File: src/rtl/boot_loader.sv
// Byte-stream program loader: decodes write/run/halt frames from a valid/ready
// byte source, writes little-endian words into IMEM or DMEM, and holds the core
// in reset until a run command arrives.
//
// Ports:
//   clk, reset            clock and synchronous active-high reset
//   in_valid/in_data      incoming byte stream
//   in_ready              byte accept (always 1 after reset)
//   imem_we/addr/wdata    IMEM word write port (one-cycle strobe)
//   dmem_we/addr/wdata    DMEM word write port (one-cycle strobe)
//   core_reset            processor reset request, low only in RUN
//   busy                  write frame in progress
//   err                   sticky protocol / range error
//   words_written         saturating count of words written
module boot_loader #(
  parameter int unsigned IMEM_WORDS = 256,
  parameter int unsigned DMEM_WORDS = 256,
  parameter int unsigned ADDR_W     = 8
) (
  input  logic              clk,
  input  logic              reset,
  input  logic              in_valid,
  input  logic [7:0]        in_data,
  output logic              in_ready,
  output logic              imem_we,
  output logic [ADDR_W-1:0] imem_addr,
  output logic [31:0]       imem_wdata,
  output logic              dmem_we,
  output logic [ADDR_W-1:0] dmem_addr,
  output logic [31:0]       dmem_wdata,
  output logic              core_reset,
  output logic              busy,
  output logic              err,
  output logic [15:0]       words_written
);

  localparam logic [7:0]  CMD_IMEM = 8'h01;
  localparam logic [7:0]  CMD_DMEM = 8'h02;
  localparam logic [7:0]  CMD_RUN  = 8'h03;
  localparam logic [7:0]  CMD_HALT = 8'h04;
  localparam logic [16:0] IMEM_LIM = 17'(IMEM_WORDS);
  localparam logic [16:0] DMEM_LIM = 17'(DMEM_WORDS);

  typedef enum logic [2:0] {
    S_IDLE, S_ADDR_LO, S_ADDR_HI, S_CNT_LO, S_CNT_HI, S_DATA, S_RUN
  } state_t;

  state_t             state, state_n;
  logic               tgt_dmem, tgt_dmem_n;
  logic [15:0]        base, base_n;
  logic [15:0]        cnt, cnt_n;
  logic [15:0]        widx, widx_n;
  logic [1:0]         bidx, bidx_n;
  logic [31:0]        asm_q, asm_n;

  logic               in_ready_n;
  logic               imem_we_n, dmem_we_n;
  logic [ADDR_W-1:0]  imem_addr_n, dmem_addr_n;
  logic [31:0]        imem_wdata_n, dmem_wdata_n;
  logic               core_reset_n, busy_n, err_n;
  logic [15:0]        words_written_n;

  logic               xfer;
  logic [16:0]        sum;
  logic [31:0]        word;
  logic [15:0]        cnt_full;

  // State and output registers
  always_ff @(posedge clk) begin
    if (reset) begin
      state         <= S_IDLE;
      tgt_dmem      <= 1'b0;
      base          <= '0;
      cnt           <= '0;
      widx          <= '0;
      bidx          <= '0;
      asm_q         <= '0;
      in_ready      <= 1'b0;
      imem_we       <= 1'b0;
      imem_addr     <= '0;
      imem_wdata    <= '0;
      dmem_we       <= 1'b0;
      dmem_addr     <= '0;
      dmem_wdata    <= '0;
      core_reset    <= 1'b1;
      busy          <= 1'b0;
      err           <= 1'b0;
      words_written <= '0;
    end else begin
      state         <= state_n;
      tgt_dmem      <= tgt_dmem_n;
      base          <= base_n;
      cnt           <= cnt_n;
      widx          <= widx_n;
      bidx          <= bidx_n;
      asm_q         <= asm_n;
      in_ready      <= in_ready_n;
      imem_we       <= imem_we_n;
      imem_addr     <= imem_addr_n;
      imem_wdata    <= imem_wdata_n;
      dmem_we       <= dmem_we_n;
      dmem_addr     <= dmem_addr_n;
      dmem_wdata    <= dmem_wdata_n;
      core_reset    <= core_reset_n;
      busy          <= busy_n;
      err           <= err_n;
      words_written <= words_written_n;
    end
  end

  // Frame decode, word assembly and next-output computation
  always_comb begin
    state_n         = state;
    tgt_dmem_n      = tgt_dmem;
    base_n          = base;
    cnt_n           = cnt;
    widx_n          = widx;
    bidx_n          = bidx;
    asm_n           = asm_q;
    in_ready_n      = 1'b1;
    imem_we_n       = 1'b0;
    imem_addr_n     = imem_addr;
    imem_wdata_n    = imem_wdata;
    dmem_we_n       = 1'b0;
    dmem_addr_n     = dmem_addr;
    dmem_wdata_n    = dmem_wdata;
    err_n           = err;
    words_written_n = words_written;

    xfer     = in_valid && in_ready;
    // 17-bit sum so an address past the top never wraps back into range
    sum      = {1'b0, base} + {1'b0, widx};
    // Bytes shift in from the top, so after four bytes byte 0 sits in [7:0]
    word     = {in_data, asm_q[31:8]};
    cnt_full = {in_data, cnt[7:0]};

    if (xfer) begin
      case (state)
        S_IDLE: begin
          if (in_data == CMD_IMEM || in_data == CMD_DMEM) begin
            tgt_dmem_n = (in_data == CMD_DMEM);
            state_n    = S_ADDR_LO;
          end else if (in_data == CMD_RUN) begin
            state_n = S_RUN;
          end else if (in_data != CMD_HALT) begin
            err_n = 1'b1;
          end
        end
        S_ADDR_LO: begin
          base_n  = {8'h00, in_data};
          state_n = S_ADDR_HI;
        end
        S_ADDR_HI: begin
          base_n  = {in_data, base[7:0]};
          state_n = S_CNT_LO;
        end
        S_CNT_LO: begin
          cnt_n   = {8'h00, in_data};
          state_n = S_CNT_HI;
        end
        S_CNT_HI: begin
          cnt_n  = cnt_full;
          widx_n = '0;
          bidx_n = '0;
          state_n = (cnt_full == 16'h0000) ? S_IDLE : S_DATA;
        end
        S_DATA: begin
          asm_n  = word;
          bidx_n = bidx + 2'd1;
          if (bidx == 2'd3) begin
            // Out-of-range words are consumed but not written
            if (sum < (tgt_dmem ? DMEM_LIM : IMEM_LIM)) begin
              if (tgt_dmem) begin
                dmem_we_n    = 1'b1;
                dmem_addr_n  = sum[ADDR_W-1:0];
                dmem_wdata_n = word;
              end else begin
                imem_we_n    = 1'b1;
                imem_addr_n  = sum[ADDR_W-1:0];
                imem_wdata_n = word;
              end
              if (words_written != 16'hFFFF) words_written_n = words_written + 16'd1;
            end else begin
              err_n = 1'b1;
            end
            if (widx == cnt - 16'd1) state_n = S_IDLE;
            else                     widx_n  = widx + 16'd1;
          end
        end
        S_RUN: begin
          if (in_data == CMD_HALT) state_n = S_IDLE;
          else                     err_n   = 1'b1;
        end
        default: state_n = S_IDLE;
      endcase
    end

    core_reset_n = (state_n != S_RUN);
    busy_n       = (state_n != S_IDLE) && (state_n != S_RUN);
  end

endmodule

File: config.mk
export PLATFORM = sky130hd
export DESIGN_NAME = boot_loader
export DESIGN_NICKNAME = d
export VERILOG_FILES = /design/src/rtl/boot_loader.sv
export SDC_FILE = /design/constraint.sdc
export NUM_CORES = 1
export LEC_CHECK = 0
export BUFFER_PORTS_ARGS = -buffer_cell sky130_fd_sc_hd__buf_2
export CAP_MARGIN = 25
export CORE_MARGIN = 4
export CORE_UTILIZATION = 62
export CTS_CLUSTER_DIAMETER = 30
export DETAILED_ROUTE_END_ITERATION = 10
export PLACE_DENSITY_LB_ADDON = 0.15
export SETUP_SLACK_MARGIN = 0.15
export SYNTH_ARGS = -nofsm -noshare
export SYNTH_HDL_FRONTEND = slang
export SYNTH_SLANG_ARGS = --single-unit
export TNS_END_PERCENT = 20
File: constraint.sdc
create_clock -name clk -period 10.5 [get_ports clk]
set_clock_uncertainty 0.2 [all_clocks]
set_input_delay 2.1 -clock clk [delete_from_list [all_inputs] [get_ports clk]]
set_output_delay 2.1 -clock clk [all_outputs]
set_load 0.02 [all_outputs]
======== Yosys cells after proc, flatten, opt, wreduce, memory -nomap -nowiden ========
Cells that the tools add are included.
word-level totals
  register bits after elaboration ......... 188
  input port bits ......................... 11
  output and inout bits ................... 102
  logic and storage cells ................. 102
cells by class
  add/subtract/negate cells ............... 5
  order comparisons ....................... 1
  equality and inequality tests ........... 22
  multiplexer cells ....................... 24
  bitwise operators ....................... 7
  reduce and logical (&&, ||, !) cells .... 23
operators with widths
  cell                     count
  $pmux W16 S2             3
  $add A16 B1 Y16 const B  2
  $mux W16                 2
  $mux W3                  7
  $pmux W3 S7              1
  $add A16 B16 Y17         1
  $lt A17 B9 Y1 const B    1
  $eq A16 B16 Y1           1
  $eq A8 B2 Y1 const B     2
  $logic_not A16 Y1        1
  $ne A16 B16 Y1 const B   1
  $sub A16 B1 Y16 const B  1
  $reduce_and A5 Y1        3
  $ne A2 B2 Y1 const B     7
  $eq A3 B3 Y1 const B     3
  $mux W1                  9
  $reduce_and A3 Y1        3
  $eq A8 B1 Y1 const B     1
  $eq A8 B3 Y1 const B     1
  $ne A8 B3 Y1 const B     1
  $reduce_and A2 Y1        4
  $reduce_and A8 Y1        1
  $not A1 Y1               7
  $eq A3 B2 Y1 const B     2
  13 further kinds         17

======== Logic depth before layout (Yosys ltp) ========
Gate-level depths: netlist of the first run.
  depth in word-level cells ............... 8
  mapped depth ............................ 15
  gate-level depth less buffers ........... 12

======== Worst setup path before layout of the first run ========
Ideal clock, no wire load.
  kind .................................... input to register
  start point ............................. in in_valid
  end point ............................... reg imem_wdata[2]
  arrival time ............................ 4.060 ns
  data required time ...................... 10.172 ns
  path slack .............................. 6.113 ns
  stages on the path ...................... 9
  cells stage by stage .................... and2_1 -> clkbuf_1 -> nand3_1 -> or3_1 -> or4_1 -> buf_2 -> buf_4 -> mux2i_1 -> nor2_1
on the way
  cells in the longest elaborated chain, start to end .. 2
RTL lines
  item                                RTL line  text
  start, declared                     22        input logic in_valid,
  $logic_and A1 B1 Y1                 130       xfer = in_valid && in_ready;
  $reduce_and A5 Y1 (no source line)  -
  end signal, assigned                100       imem_wdata <= imem_wdata_n;
  end, declared                       27        output logic [31:0] imem_wdata,
No other way between the ends.
A chain may end at the register's enable or synchronous reset.

======== Worst setup path after layout of the first run ========
  start point ............................. in in_valid
  end point ............................... reg imem_wdata[0]
The elaborated chain is that of the path after synthesis.

==> impl_metrics.json, run 1 <==
{
  "status": "finished, final reports clean",
  "core_area_um2": 13300,
  "startpoint_type": "input port",
  "row_count": 42,
  "hold_violations": 0,
  "seq_area_frac_synth": 0.424,
  "dieArea_um2": 15600,
  "drive_above_1_share": 0.155,
  "cp_max_fo": 30,
  "clock_path_buffers": 2,
  "drt_iter0_drc": 530,
  "cts_sinks": 180,
  "cts_hold_buffers": 0,
  "syn_inst": 999,
  "viasPerCell": 5.86,
  "grt_max_degree": 93,
  "synth_seq_cells": 180,
  "slew_viol_final": 0,
  "post_cts_resized": 0,
  "finalCritPeriodShare": 0.515,
  "antenna_left": 0,
  "postCtsSetupBuffers": 0,
  "final_util": 0.724,
  "vias": 7419,
  "synth_top_area_share": 0.424,
  "maxCapViolations": 0,
  "nets": 1108,
  "synth_area_leaders": "dfxtp_1, mux2i_1, nor2_1",
  "ios": 113,
  "hpwl_um": 14800,
  "syn_to_final_growth_pct": 13.7,
  "cts_tree": "built",
  "synth_cell_type_count": 70,
  "clk_pin_slew_ps": 70,
  "antenna_found_initial": 0,
  "clk_latency_ps": 430,
  "rsz0062_at_grt": "no",
  "h-tree-depth": 4,
  "worst_path_max_delay_cell": "or4_2",
  "track_usage": 0.272,
  "drt_first_pass_iters": 5,
  "root_buffer": "clkbuf_16",
  "syn_nets": 1031,
  "syn_avg_cell_area_um2": 8.51,
  "worstMarginPinSlew_ps": 996,
  "grt_pass1_wl_um": 35100,
  "crit_required_ps": 10580,
  "synthArstFlopShare": 0,
  "synth_flop_cell": "dfxtp_1",
  "p_leak_uw": 0.00439,
  "end_kind": "register",
  "yosysTopAreaCell": "dfxtp_1",
  "hold_path_class": "register to register",
  "first_global_vias": 6920,
  "cts_buffers": 17,
  "maxSlewHeadroom": 0.335,
  "synthesis.area_um2": 8500,
  "totalPowerFinal_uw": 1410,
  "initial_core_util": 0.637,
  "vdd_drop_max_uv": 105,
  "cp_slowest_stage_delay_ps": 890,
  "io_buffers": 112,
  "wl_um": 21200,
  "remaining_drc_errors": 0,
  "diodes": 0,
  "arrival_ps": 5480,
  "synth-edff-count": 0,
  "worst-setup-path-type": "input port to register",
  "wl_per_cell_um": 16.8,
  "crit_chain": "buf_2, and2_1, nand3_1, or3_1, or4_2, buf_4, mux2i_1, nor2_1",
  "grt.overflow.total": 0,
  "min_period_ps": 5410,
  "setup_viol": 0,
  "fmax_ghz": 0.185,
  "die_h_um": 125,
  "die_x_um": 125,
  "yosys_warnings": 0,
  "fin_setup_tns_ps": 0,
  "place_congestion": 0.890,
  "power_density_nw_per_um2": 146
}
==> cells in the final DEF, fill, tap and decap left out, types with 5 or more instances in the layout <==
master | netlist | layout
dfxtp_1 | 180 | 180
nor2_1 | 136 | 135
buf_2 | 4 | 111
nand2_1 | 108 | 108
a21oi_1 | 85 | 85
mux2i_1 | 75 | 75
nand3_1 | 46 | 46
xnor2_1 | 30 | 30
inv_1 | 21 | 21
ha_1 | 20 | 20
o21ai_0 | 18 | 18
or3_1 | 17 | 17
nor3_1 | 17 | 17
a22oi_1 | 17 | 17
clkbuf_16 | 0 | 17
or4_1 | 14 | 12
o21ai_1 | 12 | 12
nor4_1 | 12 | 12
nand4_1 | 11 | 11
xor2_1 | 11 | 11
o31ai_1 | 7 | 7
and3_1 | 7 | 7
buf_4 | 2 | 7
a21o_1 | 6 | 6
a31oi_1 | 6 | 6
nor2b_1 | 5 | 5
==> state kept, by name, indices dropped and copies added (netlist names), 2 cells and up <==
signal / cells
cnt: 16
base: 16
imem_wdata: 32
asm_q: 24
bidx: 2
widx: 16
dmem_wdata: 32
dmem_addr: 8
imem_addr: 8
state: 3
words_written: 16
==> power by group <==
group	internal, µW	leakage [µW]	switching, µW
Clock	396	0.000315	285
Sequential	684	0.00145	2.92
Combinational	9.30	0.00263	30.7
Total	1090	0.00439	318
==> kinds of logic (layout without fill, tap and decap cells) <==
logic type | Yosys count | count (layout) | share of synthesized area
compound gates | 193 | 193 | 0.140
xor+xnor | 41 | 41 | 0.0422
fa+ha+maj | 21 | 21 | 0.0318
buf+inv | 83 | 173 | 0.0470
flops | 180 | 180 | 0.424
mux | 77 | 77 | 0.0910
simple gates | 404 | 404 | 0.224
==> critical path, delay by kind of cell <==
family	cells	cell delay (ps)
buffers and inverters	2	460
muxes	1	240
and+or+nand+nor	5	2670
==> metrics by stage <==
stage               worst slack (ps)  hold WS [ps]  instance area (µm²)  cells
floorplan                       6110           236                 8500    999
global placement                4800           241                 9000   1229
detailed placement              4700           253                 9000   1229
CTS                             5130           260                 9640   1261
global route                    4890           285                 9660   1265
finish                          5090           261                 9660   1265
==> Yosys cell counts (all sizes together) (2+ instances only) <==
cell type	n
dfxtp	180
nor2	136
nand2	108
a21oi	87
mux2i	75
nand3	46
clkbuf	45
o21ai	30
xnor2	30
inv	21
ha	20
nor3	18
or3	18
a22oi	17
buf	17
or4	14
nor4	12
nand4	11
xor2	11
and3	8
o31ai	7
a21o	6
a31oi	6
nor2b	5
and2	4
nand2b	4
nand3b	4
o211ai	4
o21a	4
a211oi	3
a31o	3
nor3b	3
o21bai	3
o31a	3
or2	3
a21bo	2
mux2	2
nand4b	2
nor4b	2
o2111ai	2
o22a	2
o22ai	2
o41ai	2
or3b	2
==> worst paths after layout <==
check	startpoint	endpoint	slack, ps	depth (start not counted)
max	in_valid	imem_wdata[0]$_SDFFE_PP0P_	5090	8
min	base[4]$_SDFFE_PP0P_	base[4]$_SDFFE_PP0P_	260	2
max reg2reg	widx[0]$_SDFFE_PP0P_	dmem_wdata[0]$_SDFFE_PP0P_	5830	12
min reg2reg	base[4]$_SDFFE_PP0P_	base[4]$_SDFFE_PP0P_	260	2
==> final cells by class <==
type                       count  area [µm²]
clock inverter                13         185
sequential                   180        3600
tap                          176         220
inverter                      21        78.8
clock buffer                  19         453
fill                        1118        3680
multi-input combinational    736        4500
timing repair buffer         120         621
==> layer usage <==
| layer | global-route usage | up-vias | share of wire |
|---|---|---|---|
| met5 | 0 | - | 0 |
| met4 | 0.0950 | 0 | 0.023 |
| met3 | 0.0610 | 47 | 0.063 |
| met2 | 0.434 | 242 | 0.46 |
| met1 | 0.367 | 3457 | 0.45 |
| li1 | - | 3673 | - |
No activity file was read; power rests on OpenSTA's default activity.
==> run 2: changes to the inputs <==
Settings changed: CORE_UTILIZATION 62 to 52.
Clock period 10.5 ns to 4.35 ns, I/O delays scaled along.
==> run 2 against run 1 <==
- die area rose by 18%
- sequential share of layout area shrank 0.43 points
- via count shrank 0.12%
- final cell count grew 3.7%
- non-clock buffer count is 7 higher
- critical path depth grew 3
- wire length rose by 2.1%
- flip-flop and latch count is the same
- setup slack worse by 4800 ps
- total power increased by 140%
- critical endpoint is now dmem_wdata[29]$_SDFFE_PP0P_
- largest power group unchanged
==> impl_metrics.json, run 2 (synthesis gave the netlist of run 1 again) <==
{
  "vias": 7410,
  "hold_path_class": "register to register",
  "totalPowerFinal_uw": 3370,
  "startpoint": "widx[2]$_SDFFE_PP0P_",
  "antenna_found_initial": 0,
  "holdCritStartpoint": "imem_addr[6]$_SDFFE_PP0P_",
  "vdd_drop_max_uv": 267,
  "row_count": 46,
  "power_density_nw_per_um2": 345,
  "min_path_cells": 2,
  "cts_tree": "built",
  "antenna_left": 0,
  "gr-usage-met3": 0.0455,
  "die_h_um": 136,
  "drive_above_1_share": 0.161,
  "wl_um": 21700,
  "initial_core_util": 0.533,
  "status": "finished, final reports clean",
  "wl_per_cell_um": 16.5,
  "grt.overflow.total": 0,
  "nets": 1115,
  "io_buffers": 112,
  "final_common_cell": "dfxtp_1",
  "viasPerCell": 5.65,
  "end_kind": "register",
  "hpwl_um": 15100,
  "diodes": 0,
  "setup_viol": 0,
  "final_util": 0.613,
  "startpoint_type": "register",
  "cts_sinks": 180,
  "p_leak_uw": 0.00443,
  "maxCapViolations": 0,
  "rsz0062_at_grt": "no",
  "drt_first_pass_iters": 5,
  "first_global_vias": 6593,
  "use_met2": 0.366,
  "finalCritPeriodShare": 0.922,
  "cp_max_fo": 44,
  "fmax_ghz": 0.249,
  "core_area_um2": 15900,
  "grt_max_degree": 102,
  "arrival_ps": 4090,
  "remaining_drc_errors": 0,
  "r2r_start": "widx[2]$_SDFFE_PP0P_",
  "crit_required_ps": 4430,
  "grt_pass1_wl_um": 34500,
  "clk_latency_ps": 430,
  "cts_hold_buffers": 0,
  "hold_violations": 0,
  "fin_setup_tns_ps": 0,
  "track_usage": 0.235,
  "clk_pin_slew_ps": 70,
  "clock_path_buffers": 2,
  "ios": 113,
  "die_x_um": 136,
  "top_regs": "dmem_wdata x32, imem_wdata x32, asm_q x24",
  "slew_viol_final": 0,
  "dieArea_um2": 18500,
  "cts_buffers": 17,
  "worstMarginPinSlew_ps": 1010,
  "place_congestion": 0.902,
  "use_met1": 0.328,
  "syn_to_final_growth_pct": 15.0,
  "worst-setup-path-type": "register to register",
  "drt_iter0_drc": 528,
  "min_period_ps": 4010,
  "root_buffer": "clkbuf_16",
  "h-tree-depth": 4,
  "busiest_layer": "met2",
  "layout.cells.most_common_list": "dfxtp_1, nor2_1, buf_2",
  "maxSlewHeadroom": 0.324,
  "r2r_cells": 11
}
## run 2: cell count changes in the layout (fill, tap and decap cells not counted), sizes merged
cell      previous run  this run
clkinv               3         0
bufinv               3         2
buf                118       127
clkbuf              21        20
inv                 28        30
clkinvlp             0         1
## run 2: per-layer routing
metal | vias to the layer above | wire (µm)
li1 | 3684 | -
met1 | 3503 | 10000
met2 | 189 | 10000
met3 | 34 | 1210
met4 | 0 | 439
met5 | - | 0
## run 2: area by class of cell
cell class / instances / area [µm²]
sequential: 180 / 3600
clock buffer: 20 / 457
tap: 216 / 270
inverter: 21 / 78.8
timing repair buffer: 127 / 701
multi-input combinational: 736 / 4510
clock inverter: 12 / 159
fill: 1424 / 6170
## run 2: worst paths after layout
check                                endpoint  slack [ps]
setup / recovery  dmem_wdata[29]$_SDFFE_PP0P_         340
hold / removal      imem_addr[6]$_SDFFE_PP0P_         260
setup reg to reg  dmem_wdata[29]$_SDFFE_PP0P_         340
hold reg to reg     imem_addr[6]$_SDFFE_PP0P_         260
## run 2: report_power, final
part / internal [µW] / switching [µW]
logic: 22.6 / 73.4
registers: 1650 / 7.47
clock network: 905 / 708
total: 2580 / 788
## run 2: worst max-delay path: stages, from the launching register on
cell	delay [ps]
dfxtp_1	500
ha_1	340
nor2b_1	160
o31a_1	290
o21ai_1	330
mux2i_1	180
or4_1	430
o32a_1	250
or4_2	670
buf_12	230
mux2i_1	190
nor2_1	50
## run 2: stage by stage
stage                     cell area (µm²)  setup WS (ps)  std cells  hold WS (ps)
final                                9780            340       1312           256
after global routing                 9780            161       1312           277
after CTS                            9770            243       1312           259
after global placement               9150            311       1279           242
after detailed placement             9160            265       1280           250
after floorplan                      8500            694        999           236
## run 2: timing repair
action	4_1_cts	5_1_grt
hold endpoints to repair	0	0
resized for setup	0	2
buffers inserted	0	0
endpoints found under the setup margin	0	63
